===== src/rtl/rng_roll_controller.sv =====
// Roll sequencer for the random-number display: free-running LFSR, decelerating
// display updates, final value selection and a one-cycle capture strobe.
module rng_roll_controller #(
    parameter logic [15:0] LFSR_SEED    = 16'hACE1,
    parameter int unsigned INIT_PERIOD  = 1_000_000,
    parameter int unsigned PERIOD_INC   = 250_000,
    parameter int unsigned NUM_STEPS    = 16,
    parameter bit          AVOID_REPEAT = 1'b1
) (
    input  logic       i_clk,
    input  logic       i_rst_n,
    input  logic       i_start,
    input  logic       i_stop,
    input  logic [3:0] i_prev_value,
    output logic [3:0] o_random_out,
    output logic       o_capture,
    output logic       o_busy
);
    localparam int SW = $clog2(NUM_STEPS + 1);
    localparam logic [SW-1:0] LAST_STEP = SW'(NUM_STEPS - 1);

    typedef enum logic [1:0] {IDLE, ROLL, DONE} state_t;

    state_t        state;
    logic [15:0]   lfsr;
    logic [31:0]   cnt;
    logic [31:0]   period;
    logic [SW-1:0] step;
    logic          stop_pend;

    logic          fb;
    logic          upd;
    logic          fin;
    logic [3:0]    final_val;

    // x^16+x^14+x^13+x^11+1 in right-shifting Fibonacci form
    assign fb  = lfsr[0] ^ lfsr[2] ^ lfsr[3] ^ lfsr[5];

    // A latched stop forces the next cycle to be the final update.
    assign upd = stop_pend || (cnt == period - 32'd1);
    assign fin = stop_pend || i_stop || (step == LAST_STEP);

    assign final_val = (AVOID_REPEAT && (lfsr[3:0] == i_prev_value)) ?
                       (lfsr[3:0] ^ 4'h1) : lfsr[3:0];

    always_ff @(posedge i_clk or negedge i_rst_n) begin
        if (!i_rst_n) begin
            state        <= IDLE;
            o_random_out <= '0;
            o_capture    <= 1'b0;
            o_busy       <= 1'b0;
            lfsr         <= LFSR_SEED;
            cnt          <= '0;
            step         <= '0;
            period       <= 32'(INIT_PERIOD);
            stop_pend    <= 1'b0;
        end else begin
            lfsr <= {fb, lfsr[15:1]};
            case (state)
                IDLE: begin
                    if (i_start) begin
                        state     <= ROLL;
                        cnt       <= '0;
                        step      <= '0;
                        period    <= 32'(INIT_PERIOD);
                        stop_pend <= 1'b0;
                        o_busy    <= 1'b1;
                    end
                end
                ROLL: begin
                    if (upd) begin
                        o_random_out <= fin ? final_val : lfsr[3:0];
                        cnt          <= '0;
                        step         <= step + SW'(1);
                        period       <= period + 32'(PERIOD_INC);
                        if (fin) begin
                            state     <= DONE;
                            o_capture <= 1'b1;
                            stop_pend <= 1'b0;
                        end
                    end else begin
                        cnt <= cnt + 32'd1;
                        if (i_stop) stop_pend <= 1'b1;
                    end
                end
                DONE: begin
                    state     <= IDLE;
                    o_capture <= 1'b0;
                    o_busy    <= 1'b0;
                end
                default: state <= IDLE;
            endcase
        end
    end
endmodule


===== config.mk =====
export PLATFORM = sky130hd
export DESIGN_NAME = rng_roll_controller
export DESIGN_NICKNAME = d
export VERILOG_FILES = /design/src/rtl/rng_roll_controller.sv
export SDC_FILE = /design/constraint.sdc
export NUM_CORES = 1
export LEC_CHECK = 0
export ABC_CLOCK_PERIOD_IN_PS = 4700
export CAP_MARGIN = 20
export CORE_ASPECT_RATIO = 0.5
export CORE_MARGIN = 4
export CORE_UTILIZATION = 35
export CTS_BUF_LIST = sky130_fd_sc_hd__clkbuf_8 sky130_fd_sc_hd__clkbuf_16
export DETAILED_ROUTE_END_ITERATION = 7
export GPL_ROUTABILITY_DRIVEN = 0
export SYNTH_ARGS = -nofsm -noshare
export SYNTH_HDL_FRONTEND = slang
export SYNTH_SLANG_ARGS = --single-unit

===== constraint.sdc =====
create_clock -name i_clk -period 4.7 [get_ports i_clk]
set_input_delay 0.705 -clock i_clk [delete_from_list [all_inputs] [get_ports i_clk]]
set_output_delay 0.705 -clock i_clk [all_outputs]
set_load 0.02 [all_outputs]

==> impl_metrics.ini, run 1 <==
[cells_and_area]
final_common_cell = dfrtp_1
final_nets = 613
antenna_cells = 0
most-common-layout-cells = dfrtp_1, nand2_1, nor2_1, nand3_1, o21ai_0
fillers = 1517
drive_gt1_share_pct = 9.77
area_growth_syn_to_layout_pct = 10.2

[clocking]
clk_latency_ns = 0.34
cts_root_buffer = clkbuf_16
cts_tree = built
cts_buffers = 9
h-tree-depth = 3
cts_buffer_depth = 2
cts_setup_buffers = 0
ctsResizeCount = 0
cts_hold_buf = 0
clkTransAtPathRegs_ns = 0.08
clock-sinks = 90

[die]
fp-row-count = 31
die_area_um2 = 17800
core_um2 = 14900
die_x_um = 185
num_io_pins = 14
start_util_pct = 36.7
die_h_um = 96.4

[detailed_routing]
viasPerCell = 5.65
drc = 0
first_iter_violations = 312
finalWirelength_um = 13500
ant_nets = 0
wl_per_cell_um = 16.8
via_count = 4532
dr.pass1.iters = 5

[pwr]
powerDensity_nw_per_um2 = 468
ir_drop_mv = 0.280
p_leak_nw = 2.39

[yosys]
ys_seq_area_share_pct = 41.5
synth_cells = 608
ys_top_cells_by_area = dfrtp_1, dfstp_2, nand2_1, xnor2_1, xor2_1
yosys_warnings = 0
synth_edf_count = 0
synth_top_area_share_pct = 34.3
synth_fp_nets = 622
synthArstFlopShare_pct = 100
ys.flop_type = dfrtp_1
yosysTopAreaCell = dfrtp_1
ys_seq_elements = 90
yosysUniqueCellTypes = 63
syn_avg_cell_area_um2 = 9.00
netlist_area_um2 = 5470

[critical_path]
cp.arrival_ns = 4.13
reg2reg_slack_ns = 0.80
endpoint = o_random_out[2]$_DFFE_PN0P_
reg2reg_to = o_random_out[2]$_DFFE_PN0P_
crit_required_ns = 4.93
cp_max_fo = 26
rr_worst_depth = 11
critical_path_class = reg -> reg
critical_path.startpoint = period[4]$_DFFE_PN0P_
worst_setup_path_start_kind = flop
r2r_start = period[4]$_DFFE_PN0P_
crit_path_end_kind = flop

[hold_path]
min_path_type = reg -> reg

[placed_design]
pre_cts_slack_ns = 0.867
port_buffers = 13
dp_hpwl_um = 9640

[sta]
finalHoldViolCount = 0
report.final.slew_viol_count = 0
worst_slack_ns = 0.804
rsz0062_at_grt = false
final.setup_skew_ns = 0.00784
slew_headroom_pct = 44.6
tns_ns = 0
finalSetupViolCount = 0
period_needed_ns = 3.90
period_share_pct = 82.9
fmax_mhz = 257
tightest_slew_ns = 0.827

[outcome]
status = finished, final reports clean

[global_route]
grt_pass1_wl_um = 23000
grt_max_degree = 52
overflow = 0
grt_pass1_vias = 4415
antenna_found_initial = 0
track_usage_pct = 16.1

[run]
drv_cap = 0
sequential cells by signal, summed over array words and instances, names as in the netlist:
signal / cells
cnt: 32
o_random_out: 4
step: 5
o_busy: 1
stop_pend: 1
period: 28
lfsr: 16
o_capture: 1
state: 2
cells in the mapped netlist (all sizes together), types with 6 or more instances:
cell / instances
a21o: 12
a21oi: 18
and2: 6
and3: 13
and4: 6
buf: 17
clkbuf: 25
dfrtp: 75
dfstp: 15
ha: 6
inv: 17
mux2i: 9
nand2: 61
nand2b: 8
nand3: 36
nand4: 12
nor2: 46
nor3: 20
nor3b: 7
nor4: 15
o211ai: 9
o21ai: 36
o311ai: 6
o31ai: 7
or3: 17
or4: 7
xnor2: 24
xor2: 22
how the worst min path moves through the flow:
stage                 startpoint                 to  cells past startpoint
2_1_floorplan  lfsr[4]$_DFF_PN0_  lfsr[3]$_DFF_PN0_                      0
3_3_place_gp   lfsr[4]$_DFF_PN0_  lfsr[3]$_DFF_PN0_                      0
3_5_place_dp   lfsr[4]$_DFF_PN0_  lfsr[3]$_DFF_PN0_                      0
4_1_cts        lfsr[4]$_DFF_PN0_  lfsr[3]$_DFF_PN0_                      0
5_1_grt        lfsr[9]$_DFF_PN0_  lfsr[8]$_DFF_PN0_                      0
6_report       lfsr[8]$_DFF_PN0_  lfsr[7]$_DFF_PN1_                      0
area by class of cell:
type	count	area (µm²)	area share, %
Tap cell	198	248	4.11
Timing Repair Buffer	22	195	3.24
Multi-Input combinational cell	459	2940	48.8
Inverter	17	63.8	1.06
Clock inverter	7	81.3	1.35
Clock buffer	9	225	3.74
Sequential cell	90	2270	37.7
layer usage:
metal	vias to the layer above	global-route usage, %	share of wire, %
met3	17	2.95	3.4
met1	2249	23.4	52
met5	-	0	0
met4	0	4.76	1.7
li1	2192	-	-
met2	74	24.5	43
per-stage QoR:
stage                     util (%)  cells  hold slack, ns  instance area, µm²  total power, W
final                         40.5    802           0.355                6030         0.00282
after CTS                     40.5    802           0.356                6030         0.00284
after detailed placement      38.4    786           0.335                5720         0.00210
after floorplan                  -    608           0.331                5470         0.00183
after global placement        38.4    786           0.336                5720         0.00207
after global routing          40.5    802           0.364                6030         0.00303
worst max-delay path: stages, from the launching register on:
cell     delay, ns
dfrtp_1       0.49
inv_1         0.10
ha_1          0.19
nor3b_1       0.38
nand3_1       0.21
nor4_2        0.46
mux2i_1       0.24
nor2_1        0.07
o31a_1        0.34
a32oi_4       0.53
buf_4         0.39
mux2_2        0.37
power breakdown:
group          switching (W)  internal (W)
sequential          0.000236      0.000913
combinational       0.000595      0.000345
clock               0.000351      0.000380
total                0.00118       0.00164
cell families (layout without fill, tap and decap cells):
family / count (synthesis) / count (layout) / share of synthesized area [%]
AO/OA/AOI/OAI: 125 / 125 / 15.7
multiplexers: 14 / 14 / 2.88
flip-flops: 90 / 90 / 41.5
XOR/XNOR: 46 / 46 / 7.37
buffers and inverters: 59 / 55 / 4.85
AND/OR/NAND/NOR: 268 / 268 / 26.3
adder cells (fa/ha/maj): 6 / 6 / 1.37
Note: power is estimated with default switching activity, not from simulation.
==> inputs of run 2 (changes only) <==
--- a/config.mk
+++ b/config.mk
@@ -5,7 +5,7 @@
 export SDC_FILE = /design/constraint.sdc
 export NUM_CORES = 1
 export LEC_CHECK = 0
-export ABC_CLOCK_PERIOD_IN_PS = 4700
+export ABC_CLOCK_PERIOD_IN_PS = 3200
 export CAP_MARGIN = 20
 export CORE_ASPECT_RATIO = 0.5
 export CORE_MARGIN = 4
==> constraint.sdc (replaced) <==
create_clock -name i_clk -period 3.2 [get_ports i_clk]
set_input_delay 0.48 -clock i_clk [delete_from_list [all_inputs] [get_ports i_clk]]
set_output_delay 0.48 -clock i_clk [all_outputs]
set_load 0.02 [all_outputs]
==> run 2 against run 1 <==
The flow now finishes with violations (negative setup slack). Register-to-register slack got worse by 0.83 ns. Clock-buffer cell count did not move. Non-clock buffer count rose by 62. Wire length rose by 11%. Worst hold slack got worse by 0.20 ns. Sequential share of layout area fell by 4.2 points. Cell count rose by 7.7%. Worst setup slack got worse by 0.83 ns. Via count rose by 5.8%. Largest power group is now combinational cells.
==> impl_metrics.ini, run 2 (synthesized netlist as in run 1, its figures left out) <==
[placed_design]
dp_hpwl_um = 10500
placed_area_um2 = 6100
port_buffers = 13

[die]
fp-row-count = 31
core_um2 = 14900
die_x_um = 185
num_io_pins = 14
die_h_um = 96.4
die_area_um2 = 17800
start_util_pct = 36.7

[pwr]
ir_drop_mv = 0.408
p_total_w = 0.00487
p_leak_nw = 2.77
powerDensity_nw_per_um2 = 718

[clocking]
clkTransAtPathRegs_ns = 0.07
cts_tree = built
cts_buffers = 9
clk_latency_ns = 0.35
cts_root_buffer = clkbuf_16
clock-sinks = 90
cts_buffer_depth = 2
h-tree-depth = 3
cts_hold_buf = 0

[sta]
report.final.slew_viol_count = 0
period_share_pct = 101
period_needed_ns = 3.22
rsz0062_at_grt = true
final.setup_skew_ns = 0.00748
slew_headroom_pct = 57.9
fmax_mhz = 310
worst_slack_ns = -0.0225
finalSetupViolCount = 3
tightest_slew_ns = 0.631
finalHoldViolCount = 0

[cells_and_area]
final_common_cell = dfrtp_1
antenna_cells = 0
ff_latch_area_um2 = 2270
fillers = 1441
drive_gt1_share_pct = 23.1
final_nets = 675
top_register = cnt
reg_top3 = cnt (32), period (28), lfsr (16)
area_growth_syn_to_layout_pct = 24.1
largest_register_ffs = 32
multi_input_area_um2 = 3150
final_cell_area_um2 = 6790
most-common-layout-cells = dfrtp_1, buf_4, nand2_1, nor2_1, o21ai_0

[global_route]
grt_max_degree = 50
overflow = 0
grt_pass1_wl_um = 23700
grt_pass1_vias = 4426
antenna_found_initial = 0
track_usage_pct = 16.8

[detailed_routing]
wl_met2_um = 6640
wl_per_cell_um = 17.3
dr_wl_met3_um = 581
wl_met1_um = 7550
drc = 0
first_iter_violations = 391
dr.pass1.iters = 5
via_count = 4795
viasPerCell = 5.55
ant_nets = 0
routed.top_layer = met4
finalWirelength_um = 14900

[critical_path]
cp.arrival_ns = 3.50
r2r_start = period[4]$_DFFE_PN0P_
path_cells = or4_1, nor3_4, o2111ai_2, a2bb2oi_1, and4_1, and3_4, a32oi_4, clkbuf_16, or4_4, a21oi_2
critical_path_class = reg -> reg
rr_worst_depth = 10
reg2reg_slack_ns = -0.02
crit_path_end_kind = flop
critPathMaxStageDelay_ns = 0.68
crit_required_ns = 3.48
reg2reg_to = period[31]$_DFFE_PN0P_
cp_max_fo = 6
worst_setup_path_start_kind = flop
cpMaxStageDelayCell = or4_1

[outcome]
status = finished with violations
violations = negative setup slack

[hold_path]
min_path_type = in -> async

[run]
drv_cap = 0
[run 2: final cells by class]
type | instances | share of cell area [%]
multi-input combinational | 459 | 46.5
sequential | 90 | 33.5
timing repair buffer | 84 | 10.7
tap | 198 | 3.65
clock buffer | 9 | 3.32
clock inverter | 7 | 1.40
inverter | 17 | 0.940
[run 2: layer usage]
layer	up-vias	global-route usage, %
met3	17	2.92
li1	2324	-
met2	80	25.6
met5	-	0
met4	0	4.27
met1	2374	24.8
[run 2: worst max path at each step]
stage	startpoint	endpoint	slack, ns	cells past startpoint
after floorplan	period[4]$_DFFE_PN0P_	o_random_out[1]$_DFFE_PN0P_	0.1	13
final	period[4]$_DFFE_PN0P_	period[31]$_DFFE_PN0P_	-0.02	10
after CTS	period[7]$_DFFE_PN0P_	period[25]$_DFFE_PN0P_	0.008	11
after global placement	period[4]$_DFFE_PN0P_	period[25]$_DFFE_PN0P_	-0.12	10
after global routing	period[4]$_DFFE_PN0P_	period[31]$_DFFE_PN0P_	-0.11	10
after detailed placement	period[4]$_DFFE_PN0P_	period[31]$_DFFE_PN0P_	-0.20	10
[run 2: power by group]
group | internal [W] | switching (W) | total (W)
Clock | 0.000631 | 0.000514 | 0.00114
Combinational | 0.000922 | 0.00120 | 0.00212
Sequential | 0.00134 | 0.000267 | 0.00161
Total | 0.00290 | 0.00198 | 0.00487
[run 2: critical path: cells and delay by family, from the launching register on]
| kind | cells | cell delay (ns) |
|---|---|---|
| AOI/OAI and AO/OA | 4 | 0.61 |
| and+or+nand+nor | 5 | 1.89 |
| buffers and inverters | 1 | 0.21 |
| DFF | 1 | 0.45 |
[run 2: per-stage QoR]
stage	TNS (ns)	std cells	hold WS, ns	util, %	setup WS [ns]
after detailed placement	-1.09	832	0.337	40.9	-0.203
final	-0.0240	864	0.152	45.6	-0.0225
after global routing	-1.88	864	0.201	45.6	-0.112
after CTS	0	850	0.165	43.5	0.00770
after floorplan	0	608	0.184	-	0.0961
after global placement	-0.423	832	0.337	40.9	-0.116
[run 2: repair_timing]
action,in CTS,in global routing
endpoints found under the setup margin,17,59
pin swaps,3,16
cloned,0,3
setup buffers,2,11
resized for setup,11,37
